### config.mk
export PLATFORM = sky130hd
export DESIGN_NAME = lane_scheduler
export DESIGN_NICKNAME = d
export VERILOG_FILES = /design/src/rtl/lane_scheduler.sv
export SDC_FILE = /design/constraint.sdc
export NUM_CORES = 1
export LEC_CHECK = 0
export ABC_AREA = 1
export BUFFER_PORTS_ARGS = -buffer_cell sky130_fd_sc_hd__buf_2
export CORE_AREA = 3 3 109 111
export DETAILED_ROUTE_END_ITERATION = 8
export DIE_AREA = 0 0 112 114
export PLACE_DENSITY = 0.57
export SYNTH_ARGS = -nofsm -noshare
export SYNTH_HDL_FRONTEND = slang
export SYNTH_SLANG_ARGS = --single-unit
### constraint.sdc
create_clock -name clk -period 2.25 [get_ports clk]
set_input_delay 0.45 -clock clk [delete_from_list [all_inputs] [get_ports clk]]
set_output_delay 0.45 -clock clk [all_outputs]
set_load 0.02 [all_outputs]
### src/rtl/lane_scheduler.sv
`default_nettype none
// ============================================================================
// Module   : lane_scheduler
// Purpose  : Frogger lane controller. Paces each car lane with its own step
//            period, detects frog/car collisions, and tracks lives and level.
// Revision : 1.0 - initial release
// ============================================================================
module lane_scheduler #(
    parameter int NUM_LANES   = 4,
    parameter int BASE_PERIOD = 256,
    parameter int LEVEL_DEC   = 16,
    parameter int LANE_DEC    = 8,
    parameter int MAX_LEVEL   = 7,
    parameter int HOLD_CYCLES = 64
) (
    input  logic                    clk,
    input  logic                    reset,
    input  logic                    start,
    input  logic [2:0]              frog_row,
    input  logic [3:0]              frog_col,
    input  logic [16*NUM_LANES-1:0] lane_pixels,
    output logic [NUM_LANES-1:0]    step,
    output logic [NUM_LANES-1:0]    dir,
    output logic                    hit,
    output logic                    level_up,
    output logic [2:0]              level,
    output logic [1:0]              lives,
    output logic                    playing,
    output logic                    game_over,
    output logic                    win
);

    localparam int CW = $clog2(BASE_PERIOD);
    localparam int HW = (HOLD_CYCLES > 1) ? $clog2(HOLD_CYCLES) : 1;

    localparam logic [1:0] S_IDLE = 2'd0;
    localparam logic [1:0] S_PLAY = 2'd1;
    localparam logic [1:0] S_HOLD = 2'd2;
    localparam logic [1:0] S_OVER = 2'd3;

    logic [1:0]    r_rst_sync;
    logic          w_rst_n;
    logic [1:0]    r_state;
    logic [1:0]    w_state_next;
    logic [HW-1:0] r_hold_cnt;
    logic          w_in_lane;
    logic          w_cell;
    logic          w_collide;
    logic          w_goal;
    logic          w_hit_n;
    logic          w_level_up_n;
    logic [1:0]    w_lives_n;
    logic [2:0]    w_level_n;
    logic          w_win_n;
    logic          w_clear;
    logic          w_run;

    // Reset asserts immediately, releases two clock edges later
    always_ff @(posedge clk or negedge reset) begin
        if (!reset) r_rst_sync <= 2'b00;
        else        r_rst_sync <= {r_rst_sync[0], 1'b1};
    end
    assign w_rst_n = r_rst_sync[1];

    // Look up the pixel under the frog when it stands in a lane row
    always_comb begin
        w_in_lane = 1'b0;
        w_cell    = 1'b0;
        for (int i = 0; i < NUM_LANES; i++) begin
            if (frog_row == 3'(i + 1)) begin
                w_in_lane = 1'b1;
                w_cell    = lane_pixels[16*i + frog_col];
            end
        end
    end
    assign w_collide = w_in_lane && w_cell;
    assign w_goal    = (frog_row == 3'(NUM_LANES + 1));

    // State register
    always_ff @(posedge clk or negedge w_rst_n) begin
        if (!w_rst_n) r_state <= S_IDLE;
        else          r_state <= w_state_next;
    end

    // Next-state decision
    always_comb begin
        w_state_next = r_state;
        case (r_state)
            S_IDLE, S_OVER: if (start) w_state_next = S_PLAY;
            S_PLAY: begin
                if (w_collide)
                    w_state_next = (lives > 2'd1) ? S_HOLD : S_OVER;
                else if (w_goal)
                    w_state_next = (level < 3'(MAX_LEVEL)) ? S_HOLD : S_OVER;
            end
            S_HOLD: if (r_hold_cnt == HW'(HOLD_CYCLES - 1)) w_state_next = S_PLAY;
            default: w_state_next = S_IDLE;
        endcase
    end

    // Next values of the game outputs; counters restart on every HOLD entry
    always_comb begin
        w_hit_n      = 1'b0;
        w_level_up_n = 1'b0;
        w_lives_n    = lives;
        w_level_n    = level;
        w_win_n      = win;
        w_clear      = 1'b0;
        w_run        = (r_state == S_PLAY);
        case (r_state)
            S_IDLE, S_OVER: begin
                if (start) begin
                    w_lives_n = 2'd3;
                    w_level_n = 3'd0;
                    w_win_n   = 1'b0;
                    w_clear   = 1'b1;
                end
            end
            S_PLAY: begin
                if (w_collide) begin
                    w_hit_n   = 1'b1;
                    w_lives_n = lives - 2'd1;
                    w_clear   = 1'b1;
                    if (lives <= 2'd1) w_win_n = 1'b0;
                end else if (w_goal) begin
                    if (level < 3'(MAX_LEVEL)) begin
                        w_level_n    = level + 3'd1;
                        w_level_up_n = 1'b1;
                        w_clear      = 1'b1;
                    end else begin
                        w_win_n = 1'b1;
                    end
                end
            end
            default: ;
        endcase
    end

    // Registered game outputs and hold timer
    always_ff @(posedge clk or negedge w_rst_n) begin
        if (!w_rst_n) begin
            r_hold_cnt <= '0;
            hit        <= 1'b0;
            level_up   <= 1'b0;
            lives      <= 2'd3;
            level      <= 3'd0;
            win        <= 1'b0;
            playing    <= 1'b0;
            game_over  <= 1'b0;
        end else begin
            r_hold_cnt <= (r_state == S_HOLD) ? r_hold_cnt + 1'b1 : '0;
            hit        <= w_hit_n;
            level_up   <= w_level_up_n;
            lives      <= w_lives_n;
            level      <= w_level_n;
            win        <= w_win_n;
            playing    <= (w_state_next == S_PLAY);
            game_over  <= (w_state_next == S_OVER);
        end
    end

    for (genvar gi = 0; gi < NUM_LANES; gi++) begin : g_lane
        logic [CW-1:0] r_cnt;
        logic          r_step;
        logic [CW-1:0] w_last;

        assign w_last   = CW'(BASE_PERIOD - LEVEL_DEC*int'(level) - LANE_DEC*gi - 1);
        assign dir[gi]  = ((gi % 2) == 1);
        assign step[gi] = r_step;

        // Lane period counter; a step still fires on the edge that clears it
        always_ff @(posedge clk or negedge w_rst_n) begin
            if (!w_rst_n) begin
                r_cnt  <= '0;
                r_step <= 1'b0;
            end else begin
                r_step <= w_run && (r_cnt == w_last);
                if (w_clear)
                    r_cnt <= '0;
                else if (w_run)
                    r_cnt <= (r_cnt == w_last) ? '0 : r_cnt + 1'b1;
            end
        end
    end

endmodule
`default_nettype wire
After elaboration in Yosys (flattened, before gate mapping)
Index checks and enable logic that the tools add are counted.
{"block": "op_classes", "n_mux": 59, "eq_ne": 23, "reduce_logical": 12, "n_lt_le_gt_ge": 7, "addsub": 18}
{"cell": "8-bit two-way mux", "n": 12}
{"cell": "8-bit by 1-bit adder with 8-bit output, second input constant", "n": 4}
{"cell": "8-bit == test", "n": 4}
{"cell": "8-bit by 2-bit subtractor with 8-bit output, second input constant", "n": 4}
{"cell": "1-bit two-way mux", "n": 27}
{"cell": "1-bit binary-select mux with 6-bit select", "n": 3}
{"cell": "8-bit by 6-bit subtractor with 8-bit output, second input constant", "n": 2}
{"cell": "6-bit by 4-bit adder with 7-bit output, first input constant", "n": 2}
{"cell": "7-bit less-than comparator, second input constant", "n": 2}
{"cell": "2-bit two-way mux", "n": 6}
{"cell": "3-bit two-way mux", "n": 4}
{"cell": "5-bit AND reduction", "n": 2}
{"cell": "2-bit inequality test, second input constant", "n": 4}
{"cell": "1-bit by 7-bit subtractor with 8-bit output, first input constant", "n": 1}
{"cell": "8-bit by 5-bit subtractor with 8-bit output, second input constant", "n": 1}
{"cell": "4-bit by 7-bit less-than comparator with 1-bit output, second input constant", "n": 1}
{"cell": "6-bit by 7-bit less-than comparator with 1-bit output, second input constant", "n": 1}
{"cell": "5-bit by 4-bit adder with 6-bit output, first input constant", "n": 1}
{"cell": "6-bit by 1-bit adder with 6-bit output, second input constant", "n": 1}
{"cell": "2-bit == test, second input constant", "n": 3}
{"cell": "3-bit by 2-bit == test with 1-bit output, second input constant", "n": 2}
{"cell": "3-bit == test, second input constant", "n": 2}
{"cell": "6-bit == test, second input constant", "n": 1}
{"cell": "6-bit two-way mux", "n": 1}
{"cell": "other kinds (20)", "n": 28}
{"block": "totals", "wordCells": 137, "out_inout_bits": 18, "regBits": 56, "input_bits": 74}

Depth between registers and ports, before layout
{"block": "depth", "word_depth": 10, "mapped_depth": 18, "ltp_nobuf": 17}

Least setup slack after synthesis
OpenSTA, ideal clock, no wires.
{"block": "synth_timing", "kind": "register -> register", "start": "register level[0]", "end": "register g_lane[0].r_cnt[0]", "synth_period_minus_slack_ns": 2.579, "arrival_ns": 2.446, "n_path_buf": 2, "slack_ns": -0.329, "setup_time_ns": 0.133, "t_required_ns": 2.117, "path_stages_with_launch": 17, "path_cell_list": "dfrtp_1 -> buf_6 -> inv_2 -> ha_1 -> clkbuf_1 -> inv_1 -> ha_1 -> inv_1 -> nand4_1 -> nand2_1 -> nand2_1 -> xor2_1 -> inv_1 -> nand2_1 -> a21oi_1 -> a21oi_1 -> a21boi_1"}
{"block": "synth_via", "elab_chain_cells": 6, "word_cells_on_any_way": 12, "cone_classes": "add/sub: 2; order compare: 1; eq/ne: 1; mux: 7; reduce/logical: 1"}
{"element": "start, declared", "line_no": "26", "rtl": "output logic [2:0] level,"}
{"element": "start signal, assigned", "line_no": "155", "rtl": "level <= w_level_n;"}
{"element": "1-bit by 7-bit subtractor with 8-bit output / 3-bit less-than comparator (equally long branches)", "line_no": "167, 126"}
{"element": "8-bit by 2-bit subtractor with 8-bit output / 1-bit two-way mux (equally long branches)", "line_no": "167, 126"}
{"element": "8-bit == test / 1-bit two-way mux (equally long branches)", "line_no": "181, 125"}
{"element": "8-bit two-way mux / 1-bit two-way mux (equally long branches)", "line_no": "181, 120"}
{"element": "8-bit two-way mux / 1-bit case mux with 2 select lines (equally long branches)", "line_no": "180, 110"}
{"element": "8-bit two-way mux / 2-bit nonzero test (equally long branches)"}
{"element": "end signal, assigned", "line_no": "181", "rtl": "r_cnt <= (r_cnt == w_last) ? '0 : r_cnt + 1'b1;"}
{"element": "end, declared", "line_no": "163", "rtl": "logic [CW-1:0] r_cnt;"}
Several ways; a longest one is shown, not always the timed one. The select of a mux whose other input is x is not followed.
A chain may end at the register's enable or synchronous reset.

Worst setup path in the final report
{"block": "layout_timing", "start": "register level[1]", "end": "register g_lane[2].r_cnt[3]"}
{"block": "layout_via", "elab_chain_cells": 7, "word_cells_on_any_way": 13, "cone_classes": "add/sub: 3; order compare: 1; eq/ne: 1; mux: 7; reduce/logical: 1"}
{"element": "1-bit by 7-bit subtractor with 8-bit output", "line_no": "167", "rtl": "assign w_last = CW'(BASE_PERIOD - LEVEL_DEC*int'(level) - LANE_DEC*gi - 1);"}
{"element": "8-bit by 6-bit subtractor with 8-bit output", "line_no": "167"}
{"element": "8-bit by 2-bit subtractor with 8-bit output", "line_no": "167"}
{"element": "8-bit == test", "line_no": "181"}
{"element": "8-bit two-way mux", "line_no": "181"}
{"element": "8-bit two-way mux", "line_no": "180", "rtl": "else if (w_run)"}
{"element": "8-bit two-way mux", "line_no": "178", "rtl": "if (w_clear)"}
{"element": "end signal, assigned", "line_no": "181"}
{"element": "end, declared", "line_no": "163"}
Several ways; a longest one is shown, not always the timed one. The select of a mux whose other input is x is not followed.

==> results_tabular.tex <==
\begin{tabular}{lr}
\hline
Metric & Value \\
\hline
\multicolumn{2}{l}{\textbf{Yosys}} \\
\quad Leading cell type by number of instances after synthesis & nand2\_1 \\
\quad Gate Count Post-Synth & just under 600 \\
\quad Avg Inst Size Synth & roughly 7 sq um \\
\quad Yosys warning total & 0 \\
\quad Number of synthesized register bits & 56 \\
\quad Area fraction of the dominant cell type after synthesis & between 30\% and 40\% \\
\quad Primary FF master, synth & dfrtp\_1 \\
\quad EDFF count, synth & 0 \\
\quad Most used standard cells in the synthesized netlist & nand2\_1 (152), nand3\_1 (89), inv\_1 (66) \\
\quad Main area contributors after synthesis & dfrtp\_1 (32\%), nand2\_1 (14\%), nand3\_1 (11\%) \\
\quad Ys async rst share & 100.0\% \\
\quad Top cell type by total area after synthesis & dfrtp\_1 \\
\quad Synthesized cell area & 4168 sq um \\
\quad Synth unique cells & 39 \\
\quad Post-synthesis sequential area ratio & between 30\% and 40\% \\
\multicolumn{2}{l}{\textbf{Power}} \\
\quad Worst vdd ir & roughly 0.58 mV \\
\quad Total power per unit cell area & between 800 and 900 nW/um\^{}2 \\
\quad Pleak & between 2 and 3 nW \\
\quad Total Power & around 4.5 mW \\
\multicolumn{2}{l}{\textbf{Clock network}} \\
\quad Number of buffers on the longest clock path & 2 \\
\quad Clock insertion delay at the later pin of the skew report & between 0.3 and 0.4 ns \\
\quad CTS clock-pin slew for the worst setup and hold paths & 0.10 ns \\
\quad Total CTS buffers & 5 \\
\quad Number of levels in the clock H-tree & 2 \\
\quad CTS tree & yes \\
\quad Clk sink count & 56 \\
\quad Root cell of the clock tree & clkbuf\_8 \\
\multicolumn{2}{l}{\textbf{Layout}} \\
\quad Final nets & between 700 and 800 \\
\quad Area growth from synthesis to final layout & 20.56\% \\
\quad Post-Route Utilization & around 46\% \\
\quad Number of cells in the finished layout apart from fillers & just over 800 \\
\quad Number of antenna diodes & 0 \\
\quad Ratio of cells with drive above 1 in the final layout & 24.19\% \\
\quad Post-route standard cell area excluding fillers & approximately 5000 sq um \\
\multicolumn{2}{l}{\textbf{STA}} \\
\quad Clock period minus worst slack & $\sim$2.3 ns \\
\quad Smallest setup slack after layout & -0.005725 ns \\
\quad Max Clock Skew & 0.004011 ns \\
\quad Final-report hold violation count & 0 \\
\quad Setup repair after global routing missed its margin & yes \\
\quad Fmax & about 440 MHz \\
\quad Slew at the pin closest to its max-slew limit & slightly above 0.6 ns \\
\quad Worst hold margin & roughly 0.28 ns \\
\quad Post-route fraction of the period consumed by the critical path & 100.3\% \\
\quad Final setup violation count & 1 \\
\quad Relative max-transition margin & around 59\% \\
\quad Final Slew Violations & 0 \\
\multicolumn{2}{l}{\textbf{Worst hold path}} \\
\quad Hold crit path type & reg -> async \\
\multicolumn{2}{l}{\textbf{Worst setup path}} \\
\quad Crit Path Max Fanout & 7 \\
\quad Data arrival at the endpoint of the critical path & 2.45 ns \\
\quad Path type of the worst setup path & reg -> reg \\
\quad Setup crit start kind & register \\
\quad Required time of the worst setup path & approximately 2.4 ns \\
\quad Crit. End Element & register \\
\multicolumn{2}{l}{\textbf{Die}} \\
\quad Number of cell rows & 38 \\
\quad I/O pin count & 92 \\
\quad Effective utilization at floorplan & around two fifths \\
\quad Core ar. & around 11000 sq um \\
\quad Area enclosed by the die boundary & between 10000 and 15000 sq um \\
\quad Horizontal die dimension & 112 um \\
\quad Die Y & roughly 110 um \\
\multicolumn{2}{l}{\textbf{Global route}} \\
\quad First-pass GRT wire length & 17860 um \\
\quad Maximum number of pins on one net before global-route repair & 39 \\
\quad Total congestion overflow after global routing & 0 \\
\quad Vias in the first global route & between 4000 and 5000 \\
\quad Antenna violations before repair & 0 \\
\quad GRT Resource Usage Total & 16.47\% \\
\multicolumn{2}{l}{\textbf{Placement}} \\
\quad Placed cell areas & $\sim$4800 sq um \\
\quad DPL Wire Length & about 7700 um \\
\quad Routability congestion estimate & just over 0.8 \\
\quad Number of port buffers & 87 \\
\quad \# placed instances & 798 \\
\multicolumn{2}{l}{\textbf{Route}} \\
\quad Average via count per standard cell & 4.952 \\
\quad ANT nets after route & 0 \\
\quad First-pass iteration count of the detailed router & 4 \\
\quad Initial detailed-routing violation count & $\sim$120 \\
\quad Wire length reported by the detailed router & approximately 10000 um \\
\quad DRC violations left & 0 \\
\quad Detailed-route wire length per cell & 12.72 um \\
\quad DR vias & $\sim$4000 \\
\multicolumn{2}{l}{\textbf{Status}} \\
\quad Violations in the final reports & negative setup slack \\
\quad Run status & finished with violations \\
\multicolumn{2}{l}{\textbf{Flow run}} \\
\quad Number of maximum-capacitance constraint violations & 0 \\
\hline
\end{tabular}
[layout by cell type (no fill, tap or decap), types with 2 or more instances in the layout]
master      n
a21oi_2     2
nor2_1     26
nand2_1   149
nor2_4      2
buf_4      24
nand4_1    15
nand2_4     3
xor2_1     17
ha_1        9
buf_2      87
a21boi_1   19
o31ai_2     2
clkbuf_8    6
a21oi_1    17
inv_2       6
buf_12      2
ha_4        4
dfstp_2     2
o211ai_1    2
nand2_2     4
o21ai_0    22
dfrtp_1    52
mux2i_1     2
conb_1      5
nand3_1    88
nor3_1      5
o21ai_1     6
inv_1      61
nand3b_1    5
dfrtp_2     2
xnor2_1     6
or2_2       4
a21boi_2    3
[metal layers]
metal	vias to the layer above	part of all wire, %	global-route usage (%)
met3	11	2.4	2.281
met2	49	51	30.54
met1	1921	45	20.64
met5	-	0	0
met4	0	0.92	2.965
li1	2070	-	-
[state kept, by name, summed over array words and instances, names as in the netlist]
register / cells
g_lane.r_cnt: 32
r_hold_cnt: 6
g_lane.r_step: 4
level: 3
lives: 2
r_rst_sync: 2
r_state: 2
game_over: 1
hit: 1
level_up: 1
playing: 1
win: 1
[path summary, 6_finish.rpt]
path	startpoint	endpoint	slack (ns)	cells after the start
setup reg to reg	level[1]$_DFFE_PN0P_	g_lane[2].r_cnt[3]$_DFFE_PN0P_	-0.006	12
hold reg to reg	r_rst_sync[1]$_DFF_PN0_	g_lane[2].r_cnt[2]$_DFFE_PN0P_	0.28	0
min in group clk	r_rst_sync[0]$_DFF_PN0_	r_rst_sync[1]$_DFF_PN0_	0.36	0
hold / removal	r_rst_sync[1]$_DFF_PN0_	g_lane[2].r_cnt[2]$_DFFE_PN0P_	0.28	0
max in group asynchronous	r_rst_sync[1]$_DFF_PN0_	lives[0]$_DFFE_PN1P_	1.33	1
setup / recovery	level[1]$_DFFE_PN0P_	g_lane[2].r_cnt[3]$_DFFE_PN0P_	-0.006	12
[metrics by stage]
| step | setup slack (ns) | TNS (ns) |
|---|---|---|
| finish | -0.005725 | -0.005725 |
| floorplan | -0.01816 | -0.01816 |
| global placement | 0.008018 | 0 |
| CTS | -0.009521 | -0.02296 |
| global route | -0.1952 | -3.273 |
| detailed placement | -0.06472 | -0.3324 |
[layout make-up]
type                    count  area [sq um]
well taps                 140         175.2
multi-input cells         429          2395
flip-flops and latches     56          1406
clock inverters             1         7.507
repair buffers            115         676.9
inverters                  70         277.8
fillers                  1116          5863
clock buffers               7         86.33
[kinds of logic after synthesis]
group,Yosys count,share of synthesized area [%]
adders and majority gates,13,3.903
other,2,0.1802
buffers and inverters,105,12.28
muxes,3,0.7505
DFF,56,33.68
xor gates and xnor gates,24,5.043
AOI/OAI and AO/OA,78,11.47
and+or+nand+nor,306,32.69
[power breakdown]
group | internal [mW] | switching (mW) | leakage [nW]
Clock | 0.251 | 0.325 | 0.0445
Combinational | 1.01 | 1.51 | 1.85
Sequential | 1.21 | 0.162 | 0.748
Total | 2.47 | 2.00 | 2.65
[critical path, cell delays in order (launching register included)]
cell      delay, ns
dfrtp_1        0.40
inv_2          0.11
ha_4           0.18
xor2_4         0.20
buf_6          0.13
ha_4           0.19
xor2_1         0.14
o211ai_1       0.10
inv_1          0.06
nand4_1        0.24
nand3_1        0.18
o21ai_1        0.06
a21boi_2       0.15
[what timing repair did]
action,CTS,global route
pin swaps,4,7
resized for setup,2,22
endpoints found under the setup margin,13,27
hold buffers,1,0
setup buffers,6,5
hold endpoints to repair,2,0
gates cloned,0,0
No activity file was read; power rests on OpenSTA's default activity.
